<file path="src/rtl/peak_pkg.sv">
// Shared defaults and FSM encoding for the peak averaging datapath.
package peak_pkg;

    localparam int PEAK_WFM_WIDTH  = 8;
    localparam int PEAK_DATA_WIDTH = 32;
    localparam int PEAK_LOG_N_MAX  = 10;

    typedef enum logic {
        IDLE  = 1'b0,
        ACCUM = 1'b1
    } avg_state_t;

endpackage

</file>
<file path="src/rtl/axis_hold_reg.sv">
// Single-entry output register with valid/ready handshake and a sticky drop flag.
module axis_hold_reg #(
    parameter int WIDTH = 40
) (
    input  logic             clk,
    input  logic             rst,
    input  logic             load_valid,
    input  logic [WIDTH-1:0] load_data,
    input  logic             m_ready,
    output logic             m_valid,
    output logic [WIDTH-1:0] m_data,
    output logic             overflow
);

    logic accept;

    assign accept = m_valid & m_ready;

    // A new result may replace the held one only when the slot is free or
    // is being accepted this cycle; otherwise the new one is lost.
    always_ff @(posedge clk) begin
        if (rst) begin
            m_valid  <= 1'b0;
            m_data   <= '0;
            overflow <= 1'b0;
        end else if (load_valid) begin
            if (!m_valid || accept) begin
                m_valid <= 1'b1;
                m_data  <= load_data;
            end else begin
                overflow <= 1'b1;
            end
        end else if (accept) begin
            m_valid <= 1'b0;
        end
    end

endmodule

</file>
<file path="src/rtl/peak_averager.sv">
// Averages 2^n consecutive (peak value, peak address) pairs and emits one
// result per batch through a held AXI-stream style output.
module peak_averager
    import peak_pkg::*;
#(
    parameter int WFM_WIDTH  = PEAK_WFM_WIDTH,
    parameter int DATA_WIDTH = PEAK_DATA_WIDTH,
    parameter int LOG_N_MAX  = PEAK_LOG_N_MAX
) (
    input  logic                  clk,
    input  logic                  rst,
    input  logic [3:0]            log_n,
    input  logic [DATA_WIDTH-1:0] s_axis_tdata_max,
    input  logic [WFM_WIDTH-1:0]  s_axis_tdata_addr,
    input  logic                  s_axis_tvalid,
    output logic [DATA_WIDTH-1:0] m_axis_tdata_max,
    output logic [WFM_WIDTH-1:0]  m_axis_tdata_addr,
    output logic                  m_axis_tvalid,
    input  logic                  m_axis_tready,
    output logic                  overflow
);

    localparam int CNT_W   = LOG_N_MAX + 1;
    localparam int SUM_V_W = DATA_WIDTH + LOG_N_MAX;
    localparam int SUM_A_W = WFM_WIDTH + LOG_N_MAX;

    avg_state_t           state, state_next;
    logic [CNT_W-1:0]     count, count_next, count_inc;
    logic [SUM_V_W-1:0]   sum_v, sum_v_next, sum_v_acc;
    logic [SUM_A_W-1:0]   sum_a, sum_a_next, sum_a_acc;
    logic [3:0]           n_lat, n_lat_next, n_eff, log_n_clamped;
    logic                 batch_close;
    logic [DATA_WIDTH-1:0] res_max;
    logic [WFM_WIDTH-1:0]  res_addr;

    assign log_n_clamped = (log_n > 4'(LOG_N_MAX)) ? 4'(LOG_N_MAX) : log_n;

    always_ff @(posedge clk) begin
        if (rst) begin
            state <= IDLE;
            count <= '0;
            sum_v <= '0;
            sum_a <= '0;
            n_lat <= '0;
        end else begin
            state <= state_next;
            count <= count_next;
            sum_v <= sum_v_next;
            sum_a <= sum_a_next;
            n_lat <= n_lat_next;
        end
    end

    // The first sample of a batch uses the live (clamped) log_n so that an
    // n=0 batch closes on that very sample; later samples use the latched n.
    always_comb begin
        state_next  = state;
        count_next  = count;
        sum_v_next  = sum_v;
        sum_a_next  = sum_a;
        n_lat_next  = n_lat;
        batch_close = 1'b0;
        n_eff       = (state == IDLE) ? log_n_clamped : n_lat;
        count_inc   = count + 1'b1;
        sum_v_acc   = sum_v + SUM_V_W'(s_axis_tdata_max);
        sum_a_acc   = sum_a + SUM_A_W'(s_axis_tdata_addr);
        res_max     = DATA_WIDTH'(sum_v_acc >> n_eff);
        res_addr    = WFM_WIDTH'(sum_a_acc >> n_eff);

        if (s_axis_tvalid) begin
            batch_close = (count_inc == (CNT_W'(1) << n_eff));
            if (batch_close) begin
                state_next = IDLE;
                count_next = '0;
                sum_v_next = '0;
                sum_a_next = '0;
            end else begin
                state_next = ACCUM;
                count_next = count_inc;
                sum_v_next = sum_v_acc;
                sum_a_next = sum_a_acc;
                if (state == IDLE) begin
                    n_lat_next = log_n_clamped;
                end
            end
        end
    end

    axis_hold_reg #(
        .WIDTH(DATA_WIDTH + WFM_WIDTH)
    ) u_hold (
        .clk       (clk),
        .rst       (rst),
        .load_valid(s_axis_tvalid & batch_close),
        .load_data ({res_max, res_addr}),
        .m_ready   (m_axis_tready),
        .m_valid   (m_axis_tvalid),
        .m_data    ({m_axis_tdata_max, m_axis_tdata_addr}),
        .overflow  (overflow)
    );

endmodule

</file>
<file path="config.mk">
export PLATFORM = sky130hd
export DESIGN_NAME = peak_averager
export DESIGN_NICKNAME = d
export VERILOG_FILES = /design/src/rtl/peak_pkg.sv /design/src/rtl/axis_hold_reg.sv /design/src/rtl/peak_averager.sv
export SDC_FILE = /design/constraint.sdc
export NUM_CORES = 1
export LEC_CHECK = 0
export ABC_CLOCK_PERIOD_IN_PS = 5880
export CAP_MARGIN = 25
export CORE_ASPECT_RATIO = 1.4
export CORE_MARGIN = 1.5
export CORE_UTILIZATION = 64
export DETAILED_ROUTE_END_ITERATION = 6
export HOLD_SLACK_MARGIN = 0.06
export PLACE_DENSITY_LB_ADDON = 0.3
export RECOVER_POWER = 100
export SYNTH_ARGS = -nofsm -noshare
export SYNTH_HDL_FRONTEND = slang
export SYNTH_SLANG_ARGS = --single-unit
export TNS_END_PERCENT = 100
</file>
<file path="constraint.sdc">
create_clock -name clk -period 5.88 [get_ports clk]
set_input_delay 1.176 -clock clk [delete_from_list [all_inputs] [get_ports clk]]
set_output_delay 1.176 -clock clk [all_outputs]
set_load 0.05 [all_outputs]
</file>
==> results of run 1 <==
cells in the mapped netlist (10+ instances only):
cell type | number | area share (%)
mux2i_1 | 42 | 4.0
o21ai_1 | 12 | 0.58
a21o_1 | 17 | 1.2
ha_1 | 41 | 4.9
xor2_1 | 20 | 1.7
o21ai_0 | 93 | 4.5
buf_2 | 18 | 0.87
o211ai_1 | 27 | 1.9
nand2_1 | 219 | 7.9
dfxtp_1 | 118 | 23
clkbuf_1 | 74 | 2.7
nor2_1 | 134 | 4.8
nor3_1 | 50 | 2.4
o21a_1 | 14 | 1.0
nand4_1 | 12 | 0.72
a21oi_1 | 144 | 6.9
xnor2_1 | 32 | 2.7
inv_1 | 10 | 0.36
mux2_2 | 11 | 1.2
and3_1 | 15 | 0.90
a22o_1 | 11 | 0.93
or3_1 | 20 | 1.2
a211oi_1 | 25 | 1.8
nand2b_1 | 10 | 0.60
a221oi_1 | 14 | 1.2
nand3_1 | 87 | 4.2
buf_1 | 12 | 0.43
a31oi_1 | 14 | 0.84
and2_1 | 11 | 0.66
a22oi_1 | 16 | 1.2
nor4_1 | 16 | 0.96
routing by layer:
metal,GRT usage [%],vias to the layer above
li1,-,5477
met2,74.07,719
met5,0,-
met4,28.51,0
met1,48.37,5510
met3,7.410,178
layout make-up:
cell class	count	area [sq um]
Clock buffer	17	425.4
Clock inverter	15	214.0
Fill cell	1310	4141
Inverter	11	41.29
Multi-Input combinational cell	1229	7532
Sequential cell	118	2362
Tap cell	199	249.0
Timing Repair Buffer	117	1069
final timing paths:
path / to / startpoint / cells past startpoint
max: u_hold.m_data[34] / s_axis_tdata_max[0] / 14
min: u_hold.m_data[27] / u_hold.m_data[27] / 2
min reg2reg: u_hold.m_data[27] / u_hold.m_data[27] / 2
max reg2reg: u_hold.m_data[39] / state / 12
critical path: stages:
cell and delay (ns):
dlygate4sd3_1 0.55, ha_1 0.25, fa_1 0.42, a21o_1 0.22, a221o_1 0.39, a32oi_1 0.31, nand3_1 0.24, o211a_1 0.34
o21ai_0 0.44, xor2_1 0.31, a211o_1 0.41, mux2i_1 0.34, o211ai_1 0.16, a31oi_1 0.18
cells by family after synthesis:
group / after synthesis / synth area share (%)
AO/OA/AOI/OAI: 467 / 29.12
XOR/XNOR: 53 / 4.532
adder cells (fa/ha/maj): 43 / 5.314
buffers and inverters: 123 / 5.013
flip-flops: 118 / 22.70
multiplexers: 55 / 5.662
AND/OR/NAND/NOR: 611 / 27.66
metrics by stage:
| step | cell area (sq um) | util, % | hold WS [ns] | total power [mW] |
|---|---|---|---|---|
| global route | 11890 | 74.17 | 0.4587 | 4.024 |
| global placement | 11290 | 70.43 | 0.4272 | 2.629 |
| finish | 11890 | 74.17 | 0.4359 | 3.851 |
| CTS | 11930 | 74.41 | 0.4421 | 3.809 |
| detailed placement | 11290 | 70.43 | 0.4337 | 2.653 |
| floorplan | 10410 | - | 0.4364 | 2.146 |
power by group:
| part | internal [mW] | switching (mW) |
|---|---|---|
| clock | 0.721 | 0.437 |
| sequential | 0.874 | 0.0524 |
| combinational | 0.576 | 1.19 |
registers in the layout, indices dropped and copies added (netlist names):
| register | count |
|---|---|
| n_lat | 4 |
| u_hold.m_data | 40 |
| count | 11 |
| u_hold.m_valid | 1 |
| sum_a | 18 |
| sum_v | 42 |
| u_hold.overflow | 1 |
| state | 1 |
==> summary.txt, run 1 <==
Clocking
  – Clk_lat worst skew: between 0.4 and 0.5 ns
  – CTS tree: built
  – Hold buffers post-CTS: 0
  – Clock root buffer: clkbuf_16
  – Htree depth: 4
  – Postcts setup bufs: 0
  – TritonCTS Buffers: 17
  – CTS sink cnt: 118
  – Number of gates resized after cts: 0
  – CTS max path bufs: 2
  – Clock Pin Slew Worst Setup and Hold Paths: 0.06 ns

Drt
  – Wire length on met1: roughly 13 mm
  – Routed Antenna Nets: 0
  – Vias: 11880
  – DR top layer: met4
  – Wirelength, routed: 36.80 mm
  – DRC Markers: 0
  – Iteration-0 DRC Markers: 1347
  – Routed len/inst: 21.57 um
  – Met3 wire len: 3.138 mm
  – Vias/cell: roughly 7.0
  – DR WL met2: ~18 mm
  – Drt first pass iters: 5

Synthesis
  – Avg Cell Area, Syn: 7.080 sq um
  – Synth Instances: 1470
  – Seq cells post-synth: 118
  – Ys flop type: dfxtp_1
  – Post-synth EDFFs: 0
  – Mapped Area: 10410 sq um
  – Async SR Flop Fraction: 0%
  – Syn Nets: 1561
  – Register area share after synthesis: a little under a quarter
  – Cell variety after synth: 88
  – YS warnings: 0

Die
  – # IOs: 90
  – Die X-Extent: 110.8 um
  – Initial Utilization: 64.91%
  – FP Rows: 55
  – Core ar.: 16030 sq um
  – Die Ht: roughly 150 um
  – Die area: 17050 sq um

Timing
  – Max-slew headroom: between 30% and 40%
  – Slack of the critical path: between 0.4 and 0.5 ns
  – RSZ-0062 raised after global routing: false
  – Final Max Tran Viols: 0
  – Final period utilization: 91.53%
  – Worst slew pin tran: 1.048 ns
  – Setup Viol. Count Final: 0
  – F_max: 0.1858 GHz
  – Clock Skews: 0.008904 ns
  – Post-route minimum period: about 5.4 ns
  – Setup TNS: 0 ns
  – Final hold vios: 0

Global routing
  – Vias in the first global route: 11230
  – Total grt overflow: 0
  – Pin count of the biggest net entering global routing: between 80 and 90
  – All-Layer GR Usage: between 40% and 50%
  – Initial antenna violation count: 0
  – Global-route wire length before repair: 58.71 mm

Run status
  – Status: completed

Finish
  – Most common cell after layout, fill and taps aside: nand2_1
  – Non-Filler Instances: 1706
  – Share of cells above drive strength 1: 6.768%
  – Commonest cells after routing, fill and taps aside: nand2_1 (219), a21oi_1 (144), nor2_1 (134)
  – P&R area growth vs syn: 14.27%
  – Antenna diodes: 0
  – Final nets: 1585

Worst setup path
  – CP required: 6.23 ns
  – Critical path fanouts, max: 5
  – CP endpoint kind: register
  – Worst Path Arrival: 5.73 ns
  – Critical path class: input port to register
  – CP startpoint kind: input port
  – Flop-to-flop setup slack: 1.24 ns

Placement
  – Setup slack at placement: 0.5556 ns
  – Post-placement cell count: approximately 1700
  – RD Place Congestion: 1.035
  – DP HPWL: 26.37 mm
  – IO buf count: 89

Run
  – Max-cap violation count: 0

Power
  – Pwr dens: 323.8 nW/um^2
  – Leak Pwr: 4.782 nW
  – Max VDD drop: between 200 and 300 uV

Hold path
  – HP Class: register to register
No activity file was read; power rests on OpenSTA's default activity.
==> run 2, diff against run 1 <==
Settings changed: REMOVE_ABC_BUFFERS set to 1.
==> summary.txt, run 2 (synthesis results as in run 1) <==
Drt
  – Wirelength, routed: 34.56 mm
  – Iteration-0 DRC Markers: about 1400
  – Routed len/inst: 20.24 um
  – Vias/cell: 6.932
  – Vias: 11840
  – DRC Markers: 5
  – Drt first pass iters: 7
  – Routed Antenna Nets: 0

Placement
  – DP HPWL: 24.25 mm
  – Post-placement cell count: about 1700
  – RD Place Congestion: 0.9780
  – IO buf count: between 80 and 90
  – Setup slack at placement: 0.5383 ns

Timing
  – Slack of the critical path: 0.5584 ns
  – Clock Skews: around 0.012 ns
  – Worst slew pin tran: 0.8916 ns
  – F_max: 0.1879 GHz
  – RSZ-0062 raised after global routing: false
  – Setup Viol. Count Final: 0
  – Final Max Tran Viols: 0
  – Setup TNS: 0 ns
  – Post-route minimum period: 5.322 ns
  – Final period utilization: 90.50%
  – Max-slew headroom: 40.56%
  – Final hold vios: 0

Hold path
  – Hold endpoint: u_hold.m_data[27]
  – HP Class: register to register
  – Hold path depth: 2
  – Hold Path Origin: u_hold.m_data[27]

Worst setup path
  – CP endpoint kind: register
  – Critical path class: input port to register
  – CP required: about 6.3 ns
  – Worst R2R End: u_hold.m_data[13]
  – Slowest cell on the critical path: dlygate4sd3_1
  – Flop-to-flop setup slack: around 1.2 ns
  – Critical path fanouts, max: 12
  – Reg2reg path depth: 10
  – CP max stage delay: 0.67 ns
  – CP cell instances: dlygate4sd3_1 > o21ai_0 > a22oi_2 > nand3_1 > a221oi_2 > o221ai_1 > or3_2 > nor3_1 > nand2_1 > a311oi_1 > a31o_2
  – Worst Path Arrival: 5.70 ns
  – Worst R2R Start: state
  – CP startpoint kind: input port

Finish
  – Most common cell after layout, fill and taps aside: nand2_1
  – Antenna diodes: 0
  – Largest register FFs: 42
  – Commonest cells after routing, fill and taps aside: nand2_1 (219), a21oi_1 (144), nor2_1 (134)
  – Non-Filler Instances: 1708
  – Largest Register: sum_v
  – Final nets: ~1600
  – P&R area growth vs syn: 14.72%
  – Largest registers: sum_v x42, u_hold.m_data x40, sum_a x18
  – Share of cells above drive strength 1: under 10%

Die
  – Die Ht: 153.9 um
  – FP Rows: 55
  – Core ar.: 16030 sq um
  – Initial Utilization: 64.91%
  – Die X-Extent: between 100 and 150 um
  – # IOs: 90
  – Die area: 17050 sq um

Clocking
  – TritonCTS Buffers: 17
  – Clock Pin Slew Worst Setup and Hold Paths: 0.06 ns
  – Clock root buffer: clkbuf_16
  – CTS sink cnt: 118
  – Hold buffers post-CTS: 0
  – Htree depth: 4
  – CTS tree: built
  – Number of gates resized after cts: 0
  – Clk_lat worst skew: 0.44 ns
  – CTS max path bufs: 2
  – Postcts setup bufs: 0

Global routing
  – Global-route wire length before repair: 55.42 mm
  – Vias in the first global route: 11310
  – Total grt overflow: 0
  – Pin count of the biggest net entering global routing: 60
  – Initial antenna violation count: 0
  – All-Layer GR Usage: 39.92%

Power
  – Max VDD drop: 223.4 uV
  – Pwr dens: 320.3 nW/um^2
  – Leak Pwr: between 4 and 5 nW
  – Power consumption: 3.824 mW

Run status
  – Failing checks: DRC
  – Status: finished with violations

Run
  – Max-cap violation count: 0
## run 2: cell type report
class | instances | area [sq um]
Inverter | 11 | 41.29
Tap cell | 199 | 249.0
Clock buffer | 18 | 439.2
Clock inverter | 14 | 221.5
Sequential cell | 118 | 2362
Multi-Input combinational cell | 1229 | 7532
Fill cell | 1276 | 4095
Timing Repair Buffer | 119 | 1094
## run 2: how the worst max path moves through the flow
| stage | startpoint | to | slack, ns |
|---|---|---|---|
| after floorplan | log_n[0] | u_hold.m_data[26] | -2.36 |
| after global placement | log_n[2] | u_hold.m_data[29] | 0.57 |
| after global routing | log_n[2] | u_hold.m_data[26] | 0.36 |
| after CTS | log_n[2] | u_hold.m_data[29] | 0.96 |
| after detailed placement | log_n[2] | u_hold.m_data[29] | 0.54 |
| final | log_n[3] | u_hold.m_data[13] | 0.56 |
## run 2: layer usage
layer	track usage, %	part of all wire [%]	wire [um]
met1	47.20	39	13310
met2	65.67	47	16180
met3	6.977	8.8	3027
met4	27.78	5.9	2037
met5	0	0	0
## run 2: where the power goes
group | internal (mW) | switching (mW)
logic | 0.583 | 1.11
registers | 0.874 | 0.0561
clock network | 0.767 | 0.432
total | 2.22 | 1.60
## run 2: worst max-delay path, delay by kind of cell
kind / cells / cell delay (ns)
buffers and inverters: 1 / 0.67
AND/OR/NAND/NOR: 4 / 2.02
AO/OA/AOI/OAI: 6 / 1.84
## run 2: stage by stage
step	util (%)	hold slack, ns	area [sq um]
after detailed placement	70.52	0.4414	11310
after global routing	74.46	0.4664	11940
final	74.46	0.4509	11940
after floorplan	-	0.4303	9927
after global placement	70.52	0.4451	11310
after CTS	74.64	0.4496	11970
